**src/rtl/eb1_uart_rx_cfg.sv**
```systemverilog
`default_nettype none
// ============================================================================
// Module   : eb1_uart_rx_cfg
// Brief    : Runtime-configurable UART receiver with a small receive FIFO.
//            Bit period, data-bit count (5..DATA_W) and stop-bit count are
//            latched at each start-bit detection. Every received frame is
//            pushed as {parity err, frame err, data}.
//            Optional feature macro: EB1_UART_RX_PARITY_EN adds
//            i_Parity_En / i_Parity_Odd and a parity-bit state.
// Revision : 1.0 - initial release
// ============================================================================
module eb1_uart_rx_cfg #(
    parameter int DATA_W     = 8,
    parameter int FIFO_DEPTH = 4
) (
    input  logic                          i_Clock,
    input  logic                          rst_ni,
    input  logic                          i_Rx_Serial,
    input  logic [15:0]                   CLKS_PER_BIT,
    input  logic [3:0]                    i_Data_Bits,
    input  logic                          i_Two_Stop,
`ifdef EB1_UART_RX_PARITY_EN
    input  logic                          i_Parity_En,
    input  logic                          i_Parity_Odd,
`endif
    input  logic                          i_Rx_Ready,
    output logic                          o_Rx_Valid,
    output logic [DATA_W-1:0]             o_Rx_Data,
    output logic                          o_Frame_Err,
    output logic                          o_Parity_Err,
    output logic                          o_Overrun,
    output logic [$clog2(FIFO_DEPTH):0]   o_Fifo_Count
);

    localparam int c_PTR_W = $clog2(FIFO_DEPTH);
    localparam int c_CNT_W = c_PTR_W + 1;
    localparam int c_ENT_W = DATA_W + 2;

    localparam logic [c_CNT_W-1:0] c_FULL    = c_CNT_W'(FIFO_DEPTH);
    localparam logic [c_CNT_W-1:0] c_CNT_ONE = c_CNT_W'(1);
    localparam logic [c_PTR_W-1:0] c_PTR_ONE = c_PTR_W'(1);
    localparam logic [3:0]         c_MAX_BITS = 4'(DATA_W);

    typedef enum logic [2:0] {
        S_IDLE   = 3'd0,
        S_START  = 3'd1,
        S_DATA   = 3'd2,
        S_STOP1  = 3'd3,
        S_STOP2  = 3'd4
`ifdef EB1_UART_RX_PARITY_EN
       ,S_PARITY = 3'd5
`endif
    } state_t;

    // ------------------------------------------------------------------
    // Line synchroniser and post-reset arming
    // ------------------------------------------------------------------
    logic       r_Rx_Meta;
    logic       r_Rx_Sync;
    logic [1:0] r_Fill;
    logic       r_Armed;

    // Two-flop synchroniser; r_Fill marks when r_Rx_Sync holds a real line
    // sample, so a line already low at reset release never starts a frame.
    always_ff @(posedge i_Clock or negedge rst_ni) begin
        if (!rst_ni) begin
            r_Rx_Meta <= 1'b1;
            r_Rx_Sync <= 1'b1;
            r_Fill    <= 2'b00;
            r_Armed   <= 1'b0;
        end else begin
            r_Rx_Meta <= i_Rx_Serial;
            r_Rx_Sync <= r_Rx_Meta;
            r_Fill    <= {r_Fill[0], 1'b1};
            if (r_Fill[1] && r_Rx_Sync) begin
                r_Armed <= 1'b1;
            end
        end
    end

    // ------------------------------------------------------------------
    // Receive FSM
    // ------------------------------------------------------------------
    state_t              r_State;
    logic [15:0]         r_Cnt;
    logic [3:0]          r_Bit_Idx;
    logic [15:0]         r_Cpb;
    logic [3:0]          r_Nbits;
    logic                r_Two_Stop;
    logic [DATA_W-1:0]   r_Data;
    logic                r_Frame_Err;

    logic [15:0]         w_Cpb_Clamp;
    logic [3:0]          w_Nbits_Clamp;
    logic [15:0]         w_Half;
    logic                w_Bit_Tick;
    logic                w_Push;
    logic                w_Push_Ferr;
    logic                w_Push_Perr;

    assign w_Cpb_Clamp   = (CLKS_PER_BIT < 16'd4) ? 16'd4 : CLKS_PER_BIT;
    assign w_Nbits_Clamp = (i_Data_Bits < 4'd5)       ? 4'd5 :
                           (i_Data_Bits > c_MAX_BITS) ? c_MAX_BITS : i_Data_Bits;
    assign w_Half        = (r_Cpb - 16'd1) >> 1;
    assign w_Bit_Tick    = (r_Cnt == (r_Cpb - 16'd1));

    // The frame is pushed on the final stop-bit sample, in the same cycle the
    // FSM drops back to IDLE.
    assign w_Push      = w_Bit_Tick &&
                         (((r_State == S_STOP1) && !r_Two_Stop) || (r_State == S_STOP2));
    assign w_Push_Ferr = !r_Rx_Sync || ((r_State == S_STOP2) && r_Frame_Err);

`ifdef EB1_UART_RX_PARITY_EN
    logic r_Par_En;
    logic r_Par_Odd;
    logic r_Par_Err;
    logic w_Par_Calc;

    assign w_Par_Calc  = (^r_Data) ^ r_Rx_Sync;
    assign w_Push_Perr = r_Par_Err;
`else
    assign w_Push_Perr = 1'b0;
`endif

    // Bit-timing FSM: mid-bit start validation, then one sample per bit period.
    always_ff @(posedge i_Clock or negedge rst_ni) begin
        if (!rst_ni) begin
            r_State     <= S_IDLE;
            r_Cnt       <= 16'd0;
            r_Bit_Idx   <= 4'd0;
            r_Cpb       <= 16'd4;
            r_Nbits     <= 4'd5;
            r_Two_Stop  <= 1'b0;
            r_Data      <= '0;
            r_Frame_Err <= 1'b0;
`ifdef EB1_UART_RX_PARITY_EN
            r_Par_En    <= 1'b0;
            r_Par_Odd   <= 1'b0;
            r_Par_Err   <= 1'b0;
`endif
        end else begin
            case (r_State)
                S_IDLE: begin
                    r_Cnt     <= 16'd0;
                    r_Bit_Idx <= 4'd0;
                    if (r_Armed && !r_Rx_Sync) begin
                        r_State     <= S_START;
                        r_Cpb       <= w_Cpb_Clamp;
                        r_Nbits     <= w_Nbits_Clamp;
                        r_Two_Stop  <= i_Two_Stop;
                        r_Data      <= '0;
                        r_Frame_Err <= 1'b0;
`ifdef EB1_UART_RX_PARITY_EN
                        r_Par_En    <= i_Parity_En;
                        r_Par_Odd   <= i_Parity_Odd;
                        r_Par_Err   <= 1'b0;
`endif
                    end
                end

                S_START: begin
                    if (r_Cnt == w_Half) begin
                        r_Cnt   <= 16'd0;
                        r_State <= r_Rx_Sync ? S_IDLE : S_DATA;
                    end else begin
                        r_Cnt <= r_Cnt + 16'd1;
                    end
                end

                S_DATA: begin
                    if (w_Bit_Tick) begin
                        r_Cnt <= 16'd0;
                        for (int i = 0; i < DATA_W; i++) begin
                            if (r_Bit_Idx == 4'(i)) begin
                                r_Data[i] <= r_Rx_Sync;
                            end
                        end
                        if (r_Bit_Idx == (r_Nbits - 4'd1)) begin
                            r_Bit_Idx <= 4'd0;
`ifdef EB1_UART_RX_PARITY_EN
                            r_State   <= r_Par_En ? S_PARITY : S_STOP1;
`else
                            r_State   <= S_STOP1;
`endif
                        end else begin
                            r_Bit_Idx <= r_Bit_Idx + 4'd1;
                        end
                    end else begin
                        r_Cnt <= r_Cnt + 16'd1;
                    end
                end

`ifdef EB1_UART_RX_PARITY_EN
                S_PARITY: begin
                    if (w_Bit_Tick) begin
                        r_Cnt     <= 16'd0;
                        r_Par_Err <= (w_Par_Calc != r_Par_Odd);
                        r_State   <= S_STOP1;
                    end else begin
                        r_Cnt <= r_Cnt + 16'd1;
                    end
                end
`endif

                S_STOP1: begin
                    if (w_Bit_Tick) begin
                        r_Cnt       <= 16'd0;
                        r_Frame_Err <= !r_Rx_Sync;
                        r_State     <= r_Two_Stop ? S_STOP2 : S_IDLE;
                    end else begin
                        r_Cnt <= r_Cnt + 16'd1;
                    end
                end

                S_STOP2: begin
                    if (w_Bit_Tick) begin
                        r_Cnt       <= 16'd0;
                        r_Frame_Err <= r_Frame_Err | !r_Rx_Sync;
                        r_State     <= S_IDLE;
                    end else begin
                        r_Cnt <= r_Cnt + 16'd1;
                    end
                end

                default: begin
                    r_State <= S_IDLE;
                    r_Cnt   <= 16'd0;
                end
            endcase
        end
    end

    // ------------------------------------------------------------------
    // Receive FIFO
    // ------------------------------------------------------------------
    logic [c_ENT_W-1:0] r_Mem [FIFO_DEPTH];
    logic [c_PTR_W-1:0] r_Wr_Ptr;
    logic [c_PTR_W-1:0] r_Rd_Ptr;
    logic [c_CNT_W-1:0] r_Count;
    logic               r_Overrun;

    logic               w_Full;
    logic               w_Pop;
    logic               w_Wr;
    logic [c_ENT_W-1:0] w_Head;

    assign w_Full = (r_Count == c_FULL);
    assign w_Pop  = (r_Count != '0) && i_Rx_Ready;
    // A full FIFO still accepts a push when the head leaves in the same cycle.
    assign w_Wr   = w_Push && (!w_Full || w_Pop);
    assign w_Head = r_Mem[r_Rd_Ptr];

    // FIFO storage, pointers, occupancy and the overrun pulse.
    always_ff @(posedge i_Clock or negedge rst_ni) begin
        if (!rst_ni) begin
            for (int i = 0; i < FIFO_DEPTH; i++) begin
                r_Mem[i] <= '0;
            end
            r_Wr_Ptr  <= '0;
            r_Rd_Ptr  <= '0;
            r_Count   <= '0;
            r_Overrun <= 1'b0;
        end else begin
            r_Overrun <= w_Push && w_Full && !w_Pop;
            if (w_Wr) begin
                r_Mem[r_Wr_Ptr] <= {w_Push_Perr, w_Push_Ferr, r_Data};
                r_Wr_Ptr        <= r_Wr_Ptr + c_PTR_ONE;
            end
            if (w_Pop) begin
                r_Rd_Ptr <= r_Rd_Ptr + c_PTR_ONE;
            end
            case ({w_Wr, w_Pop})
                2'b10:   r_Count <= r_Count + c_CNT_ONE;
                2'b01:   r_Count <= r_Count - c_CNT_ONE;
                default: r_Count <= r_Count;
            endcase
        end
    end

    assign o_Rx_Valid   = (r_Count != '0);
    assign o_Rx_Data    = w_Head[DATA_W-1:0];
    assign o_Frame_Err  = w_Head[DATA_W];
    assign o_Parity_Err = w_Head[DATA_W+1];
    assign o_Overrun    = r_Overrun;
    assign o_Fifo_Count = r_Count;

endmodule
`default_nettype wire

```
**config.mk**
```make
export PLATFORM = sky130hd
export DESIGN_NAME = eb1_uart_rx_cfg
export DESIGN_NICKNAME = d
export VERILOG_FILES = /design/src/rtl/eb1_uart_rx_cfg.sv
export SDC_FILE = /design/constraint.sdc
export NUM_CORES = 1
export LEC_CHECK = 0
export ABC_CLOCK_PERIOD_IN_PS = 6670
export CORE_UTILIZATION = 64
export CTS_CLUSTER_SIZE = 24
export DETAILED_ROUTE_END_ITERATION = 10
export PLACE_DENSITY = 0.91
export SLEW_MARGIN = 10
export SYNTH_ARGS = -nofsm -noshare
export SYNTH_HDL_FRONTEND = slang
export SYNTH_SLANG_ARGS = --single-unit
```
**constraint.sdc**
```tcl
create_clock -name i_Clock -period 6.67 [get_ports i_Clock]
set_input_delay 0.667 -clock i_Clock [delete_from_list [all_inputs] [get_ports i_Clock]]
set_output_delay 0.667 -clock i_Clock [all_outputs]
set_load 0.1 [all_outputs]
```
==> Word-level counts from Yosys, hierarchy flattened <==
Index checks and enable logic that the tools add are counted.
{ "classes": {"n_mul": 0, "n_div": 0, "reduce_logical": 36, "shift": 0, "bitwise_logic": 3, "mux": 40, "n_lt_le_gt_ge": 6, "add_sub_neg": 8, "eq_ne": 31} }
{ "ops": {"columns": ["op", "count"], "rows": [
  ["two-way mux 16 bit", 3],
  ["bitwise mux 40 bit", 1],
  ["AND reduction 4 bit", 9],
  ["one-hot mux 16 bit (2 select lines)", 1],
  ["two-way mux 10 bit", 3],
  ["inequality test 2 bit (second input constant)", 14],
  ["two-way mux 3 bit", 7],
  ["binary-select mux 10 bit (select 2 bit)", 1],
  ["demux 10 bit (select 2 bit)", 1],
  ["adder 16 x 1 -> 16 bit (second input constant)", 1],
  ["== test 16 x 15 -> 1 bit", 1],
  ["== test 16 bit", 1],
  ["== test 4 x 3 -> 1 bit (second input constant)", 4],
  ["less-than comparator 16 x 3 -> 1 bit (second input constant)", 1],
  ["two-way mux 4 bit", 4],
  ["two-way mux 8 bit", 2],
  ["one-hot mux 8 bit (2 select lines)", 1],
  ["subtractor 16 x 1 -> 16 bit (second input constant)", 1],
  ["one-hot mux 3 bit (5 select lines)", 1],
  ["two-way mux 1 bit", 11],
  ["logical AND 1 bit", 10],
  ["== test 4 x 2 -> 1 bit (second input constant)", 2],
  ["one-hot mux 4 bit (2 select lines)", 1],
  ["== test 3 x 2 -> 1 bit (second input constant)", 2],
  ["other kinds (29)", 41]
]} }
{ "word_totals": {"latch_bits": 0, "mem_bits_rw": 0, "mem_count": 0, "mem_bits_ro": 0, "output_inout_bits": 15, "input_bits": 25, "regBits": 106} }

==> Depth between registers and ports, before layout <==
Gate-level depths: netlist of run 1.
{ "logic_depth": {"depth_word": 7, "mapped_depth": 17} }

==> Least setup slack after synthesis of run 1 <==
No wires, ideal clock.
{ "synth_path": {"path_type": "flip-flop to flip-flop", "from": "reg r_Cpb[0]", "to": "reg r_Count[2], in the netlist o_Fifo_Count[2]", "path_buffers": 2, "period_less_slack_ns": 3.431, "path_stages_with_launch": 18, "arrival_time_ns": 3.269, "path_slack_ns": 3.239, "cell_sequence": "dfrtp_1 clkbuf_1 inv_1 ha_1 clkbuf_1 nor3b_1 xnor2_1 nand4b_1 a221o_1 a211oi_1 nand4_1 nand3b_1 ha_1 inv_1 fa_1 xor2_1 nor2_1 xor2_1"} }
{ "synth_between": {"elab_chain_cells": 6, "elab_cells_between_ends": 8, "cone_classes": "add/sub (1); eq/ne (3); mux (1); reduce/logical (3)"} }
{ "synth_lines": {"columns": ["item", "line_no", "source"], "rows": [
  ["from (decl)", "87", "logic [15:0] r_Cpb;"],
  ["from (signal assigned)", "148", "r_Cpb <= w_Cpb_Clamp;"],
  ["subtractor 16 x 1 -> 16 bit (*)", "105", "assign w_Bit_Tick = (r_Cnt == (r_Cpb - 16'd1));"],
  ["== test 16 bit (*)", "105", null],
  ["logical AND 1 bit (*)", "109", "assign w_Push = w_Bit_Tick &&"],
  ["logical AND 1 bit (*)", "250", "assign w_Wr = w_Push && (!w_Full || w_Pop);"],
  ["== test 2 x 1 -> 1 bit / == test 2 bit (equally long branches)", "272", "case ({w_Wr, w_Pop})"],
  ["one-hot mux 3 bit (2 select lines) / nonzero test 2 bit (equally long branches)", null, null],
  ["to (signal assigned)", "273", "2'b10: r_Count <= r_Count + c_CNT_ONE;"],
  ["to (signal assigned)", "274", "2'b01: r_Count <= r_Count - c_CNT_ONE;"],
  ["to (signal assigned)", "275", "default: r_Count <= r_Count;"],
  ["to (decl)", "239", "logic [c_CNT_W-1:0] r_Count;"]
]} }
Mark *: on every way between the ends. The rest lies on a longest branch, timed or not.
A chain may end at the register's enable or synchronous reset.

==> Worst setup path in the final report of run 1 <==
{ "layout_path": {"from": "reg r_Cpb[3]", "to": "reg r_Mem[17] in the netlist's numbering"} }
{ "layout_between": {"elab_chain_cells": 4} }
{ "layout_lines": {"columns": ["item", "line_no", "source"], "rows": [
  ["subtractor 16 x 1 -> 16 bit", "105", null],
  ["== test 16 bit", "105", null],
  ["logical AND 1 bit", "109", null],
  ["logical AND 1 bit", "250", null],
  ["to (signal, indexed assignment)", "266", "r_Mem[r_Wr_Ptr] <= {w_Push_Perr, w_Push_Ferr, r_Data};"],
  ["to (decl)", "236", "logic [c_ENT_W-1:0] r_Mem [FIFO_DEPTH];"]
]} }
No other way between the ends.

==> results of run 1 <==
-- critical path, delay by kind of cell, from the launching register on --
kind            cells  cell delay, ns
simple gates        5            2.02
compound gates      1            0.75
flops               1            0.50
mux                 1            0.42
xor+xnor            1            0.40
-- per-layer routing --
layer / share of wire, % / vias to the layer above
met5: 0 / -
met4: 1.4 / 0
met3: 3.8 / 18
met2: 51 / 99
met1: 44 / 2099
li1: - / 1989
-- power by group through the flow --
stage               Sequential, mW  Clock, mW  Combinational [mW]
floorplan                    0.890          0               0.747
global placement             0.946          0               0.852
detailed placement           0.960          0               0.879
CTS                          0.947      0.396               0.886
global route                 0.973      0.420               0.977
finish                       0.951      0.388               0.890
-- stage by stage --
stage / power (mW) / worst slack [ns] / instance area [um2]
after floorplan: 1.64 / 3.24 / 5960
after global placement: 1.80 / 2.65 / 6320
after detailed placement: 1.84 / 2.48 / 6320
after CTS: 2.23 / 2.48 / 6520
after global routing: 2.37 / 2.09 / 6520
final: 2.23 / 2.46 / 6520
-- logic make-up (layout without fill, tap and decap cells) --
group,after synthesis,after routing,share of synthesized area [%]
simple gates,186,186,18.2
mux,76,76,15.8
buf+inv,58,78,4.18
flops,102,102,42.9
xor+xnor,58,58,9.13
compound gates,54,54,6.74
fa+ha+maj,13,13,2.86
other cells,2,2,0.126
-- final cells by class --
type,count,area share (%)
timing repair buffer,40,6.02
clock inverter,6,0.959
multi-input combinational,389,48.3
sequential,102,39.2
tap,108,2.07
inverter,22,1.27
clock buffer,10,2.11
-- Yosys cell counts, types with 5 or more instances --
master    number
nor2_1        35
nand4_1       13
xnor2_1       24
dfrtp_1       97
nand4b_1       6
ha_1          12
mux2_2        52
and3_1         6
mux2i_1       14
nor3_1        13
and2_1         6
mux4_2         9
buf_2          6
nor2b_1       10
xor2_1        31
nor3b_1        5
clkbuf_1      23
dfstp_2        5
nand3_1       16
nand2_1       34
inv_1         20
o21ai_0        7
nor4_1         9
a21oi_1        9
or3_1          5
or4_1          5
-- final timing paths --
check	from	endpoint	slack [ns]	depth (start not counted)
min	rst_ni	r_Cnt[1]	0.16	1
max reg2reg	r_Cpb[3]	r_Mem[17]	2.46	8
max	r_Cpb[3]	r_Mem[17]	2.46	8
min reg2reg	r_Fill[0]	r_Fill[1]	0.36	0
min in group i_Clock	r_Fill[0]	r_Fill[1]	0.36	0
max in group asynchronous	rst_ni	r_Bit_Idx[2]	5.23	2
-- state kept, by name, indices dropped and copies added (netlist names) --
signal	cells
r_Cpb	16
r_Rd_Ptr	2
r_Data	8
o_Overrun	1
r_State	3
r_Two_Stop	1
r_Wr_Ptr	2
r_Rx_Meta	1
r_Mem	36
o_Fifo_Count	3
r_Frame_Err	1
r_Rx_Sync	1
r_Nbits	4
r_Bit_Idx	4
r_Fill	2
r_Armed	1
r_Cnt	16
-- placed cells by master (no fill, tap or decap), drive strengths merged, types with 6 or more instances in the layout --
cell / n
a21oi: 9
and2: 7
and3: 6
clkbuf: 10
clkdlybuf4s50: 37
dfrtp: 97
ha: 12
inv: 23
mux2: 53
mux2i: 14
mux4: 9
nand2: 34
nand3: 16
nand4: 18
nand4b: 6
nor2: 35
nor2b: 10
nor3: 14
nor4: 11
o21ai: 7
or4: 6
xnor2: 25
xor2: 31
==> impl_metrics.yaml, run 1 <==
yosys:
  avgSynthCellArea_um2: 10.9
  synth.top_cell.area_share_pct: 40.7
  synth.distinct_cells: 74
  ys_ff_latch: 102
  synthTopCellsByArea: "dfrtp_1, mux2_2, xor2_1"
  synth_edf_count: 0
  yosysWarnings: 0
  seq_area_frac_synth_pct: 42.9
  syn_area_um2: 5960
  synth-async-reset-ratio_pct: 100
  synth_nets: 587
  synth.largest_area_cell: "dfrtp_1"
  ys.flop_type: "dfrtp_1"
  synthCells: 549
sta:
  period_minus_slack_ns: 4.21
  tightest_slew_ns: 0.996
  relSlewSlack_pct: 33.6
  whs_ns: 0.159
  clock_skew_ns: 0.0134
  fin_setup_tns_ns: 0
  setup_viol: 0
  slew_violations: 0
  rsz0062_at_grt: "no"
  max_freq_mhz: 238
  hold_viol: 0
  fin_crit_sh_pct: 63.0
die:
  core_area_um2: 8850
  die_x_um: 98.5
  die_y_um: 98.5
  start_util_pct: 67.4
  rows: 34
  io-pin-count: 40
  dieArea_um2: 9700
routing:
  remaining_drc_errors: 2
  vias: 4205
  vias_per_cell: 6.21
  ant_nets: 0
  drt_iter0_markers: 185
  drt-total-wl_um: 12400
  dr.pass1.iters: 9
  wl_per_cell_um: 18.3
power_and_ir_drop:
  swShare_pct: 42.8
  power_frac_seq_pct: 42.7
  power_density_nw_per_um2: 342
  power_leakage_nw: 2.91
  p_clk_share_pct: 17.4
  internal-power_mw: 1.27
  comb_power_share_pct: 39.9
  irDropWorstVdd_v: 0.000279
  netSwitchingPower_uw: 955
global_route:
  grt_use_met1_pct: 36.0
  met3_usage_pct: 5.53
  top_usage_layer: "met2"
  grt_use_met2_pct: 48.6
  grt_pass1_wl_um: 21400
  antenna_found_initial: 0
  grt_max_degree: 82
  grt.overflow.total: 0
  grtUsageTotal_pct: 27.8
  grt_pass1_vias: 4378
cts:
  cts_hold_buffers: 0
  root_buffer: "clkbuf_8"
  htree_levels: 3
  cts_buffers: 9
  ctsResizeCount: 0
  cts_tree: "yes"
  clkLatencyLatePin_ns: 0.38
  post_cts_buffers: 0
  cts_num_sinks: 102
  clk_pin_slew_ns: 0.11
  cts_max_path_buffers: 2
setup_path:
  critPathMaxFanout: 12
  cp_slowest_stage_delay_ns: 0.75
  required_ns: 6.94
  end_kind: "flop"
  arrival_ns: 4.48
  cp_cell_sequence: "nor4_4 -> nand4_1 -> xnor2_1 -> nor2_1 -> or4_1 -> a2111oi_4 -> nand4_2 -> mux2_2"
  cpMaxStageDelayCell: "a2111oi_4"
  crit_type: "reg2reg"
  start_kind: "flop"
finish:
  syn_to_final_growth_pct: 9.43
  drive_above_1_share_pct: 17.8
  ff_latch_area_um2: 2560
  stdcell_count: 677
  fin_util_pct: 73.7
  antenna_cells: 0
  nets: 602
  fill_cells: 605
  multi_input_area_um2: 3150
placement:
  gp_congestion: 0.957
  place_inst: 661
  dp.final_hpwl_um: 9270
  portBuffers: 38
outcome:
  status: "finished, violations left"
  violations: "design-rule violations"
flow_run:
  maxCapViolCount: 0
hold_path:
  hp-class: "in2async"
(Power assumes the default switching activity.)
==> run 2: changes to the inputs <==
--- a/config.mk
+++ b/config.mk
@@ -5,11 +5,11 @@
 export SDC_FILE = /design/constraint.sdc
 export NUM_CORES = 1
 export LEC_CHECK = 0
-export ABC_CLOCK_PERIOD_IN_PS = 6670
-export CORE_UTILIZATION = 64
+export ABC_CLOCK_PERIOD_IN_PS = 4100
+export CORE_UTILIZATION = 60
 export CTS_CLUSTER_SIZE = 24
 export DETAILED_ROUTE_END_ITERATION = 10
-export PLACE_DENSITY = 0.91
+export PLACE_DENSITY = 0.87
 export SLEW_MARGIN = 10
 export SYNTH_ARGS = -nofsm -noshare
 export SYNTH_HDL_FRONTEND = slang
==> constraint.sdc (replaced) <==
create_clock -name i_Clock -period 4.1 [get_ports i_Clock]
set_input_delay 0.41 -clock i_Clock [delete_from_list [all_inputs] [get_ports i_Clock]]
set_output_delay 0.41 -clock i_Clock [all_outputs]
set_load 0.1 [all_outputs]
==> impl_metrics.yaml, run 2 (synthesis results as in run 1) <==
die:
  io-pin-count: 40
  start_util_pct: 61.5
  core_area_um2: 9680
  die_x_um: 102
  die_y_um: 102
  dieArea_um2: 10300
  rows: 36
power_and_ir_drop:
  power_density_nw_per_um2: 566
  power_leakage_nw: 2.93
  irDropWorstVdd_v: 0.000476
routing:
  wl_per_cell_um: 18.1
  dr.pass1.iters: 4
  ant_nets: 0
  vias: 4268
  drt_iter0_markers: 136
  remaining_drc_errors: 0
  drt-total-wl_um: 12800
  vias_per_cell: 6.05
outcome:
  status: "complete, no violations"
setup_path:
  required_ns: 4.36
  end_kind: "flop"
  crit_type: "reg2reg"
  critPathMaxFanout: 9
  start_kind: "flop"
  arrival_ns: 4.24
finish:
  syn_to_final_growth_pct: 10.9
  stdcell_count: 705
  drive_above_1_share_pct: 18.0
  largest-register: "r_Mem"
  mostFrequentLayoutCells: "dfrtp_1, mux2_2, clkdlybuf4s50_1, nor2_1, nand2_1"
  antenna_cells: 0
  fin_area_um2: 6610
  nets: 605
  largest_reg_flops: 36
  final_common_cell: "dfrtp_1"
  largest_registers: "r_Mem (36), r_Cnt (16), r_Cpb (16)"
cts:
  post_cts_buffers: 0
  root_buffer: "clkbuf_8"
  clkLatencyLatePin_ns: 0.38
  cts_buffers: 9
  htree_levels: 3
  cts_tree: "yes"
  clk_pin_slew_ns: 0.09
  cts_num_sinks: 102
  cts_max_path_buffers: 2
  cts_hold_buffers: 0
  ctsResizeCount: 0
placement:
  dp.final_hpwl_um: 9330
  place_inst: 689
  gp_congestion: 0.904
  portBuffers: 38
  placement.cell_area_um2: 6370
global_route:
  grtUsageTotal_pct: 26.4
  grt_pass1_wl_um: 20800
  antenna_found_initial: 0
  grt_max_degree: 70
  grt.overflow.total: 0
  grt_pass1_vias: 4275
sta:
  period_minus_slack_ns: 3.98
  rsz0062_at_grt: "yes"
  slew_violations: 0
  tightest_slew_ns: 0.989
  fin_crit_sh_pct: 97.1
  clock_skew_ns: 0.00970
  relSlewSlack_pct: 33.9
  max_freq_mhz: 251
  setup_viol: 0
  hold_viol: 0
hold_path:
  hp-class: "in2async"
flow_run:
  maxCapViolCount: 0
[run 2: report_power, final]
| group | total [mW] | switching [mW] | internal, mW |
|---|---|---|---|
| combinational | 1.47 | 0.825 | 0.643 |
| sequential | 1.54 | 0.359 | 1.18 |
| clock | 0.732 | 0.350 | 0.382 |
[run 2: worst paths after layout]
| kind | from | to | slack, ns | depth (start not counted) |
|---|---|---|---|---|
| max | r_Cpb[3] | r_Mem[10] | 0.12 | 8 |
| min | rst_ni | r_Bit_Idx[3] | 0.14 | 1 |
| min reg2reg | r_Fill[0] | r_Fill[1] | 0.36 | 0 |
| min in group i_Clock | r_Fill[0] | r_Fill[1] | 0.36 | 0 |
| max reg2reg | r_Cpb[3] | r_Mem[10] | 0.12 | 8 |
| max in group asynchronous | rst_ni | r_Rx_Sync | 2.97 | 2 |
[run 2: critical path: stages (launching register included)]
cell and delay (ns):
dfrtp_1 0.50, nor4_4 0.57, and4_1 0.39, mux2i_1 0.24, a21boi_0 0.22, or4bb_1 0.46, a2111oi_4 0.59, nand4_2 0.48
mux2_2 0.41
[run 2: area by class of cell]
cell class / count / area (um2)
clock buffer: 12 / 155
clock inverter: 4 / 78.8
fill: 728 / 3080
inverter: 22 / 82.6
multi-input combinational: 389 / 3150
sequential: 102 / 2560
tap: 133 / 166
timing repair buffer: 43 / 415
[run 2: stage by stage]
stage	hold slack [ns]	power [mW]	util, %	setup slack, ns	TNS, ns
floorplan	0.114	2.66	-	0.669	0
global placement	0.335	2.92	65.8	0.418	0
detailed placement	0.337	3.00	65.8	0.218	0
CTS	0.171	3.74	68.2	0.164	0
global route	0.225	3.95	68.2	-0.0831	-0.824
finish	0.144	3.74	68.2	0.120	0
[run 2: routing by layer]
metal / share of wire (%) / track usage, % / vias up
li1: - / - / 1989
met1: 41 / 30.5 / 2129
met2: 53 / 48.4 / 114
met3: 3.3 / 4.90 / 36
met4: 3.1 / 10.0 / 0
met5: 0 / 0 / -
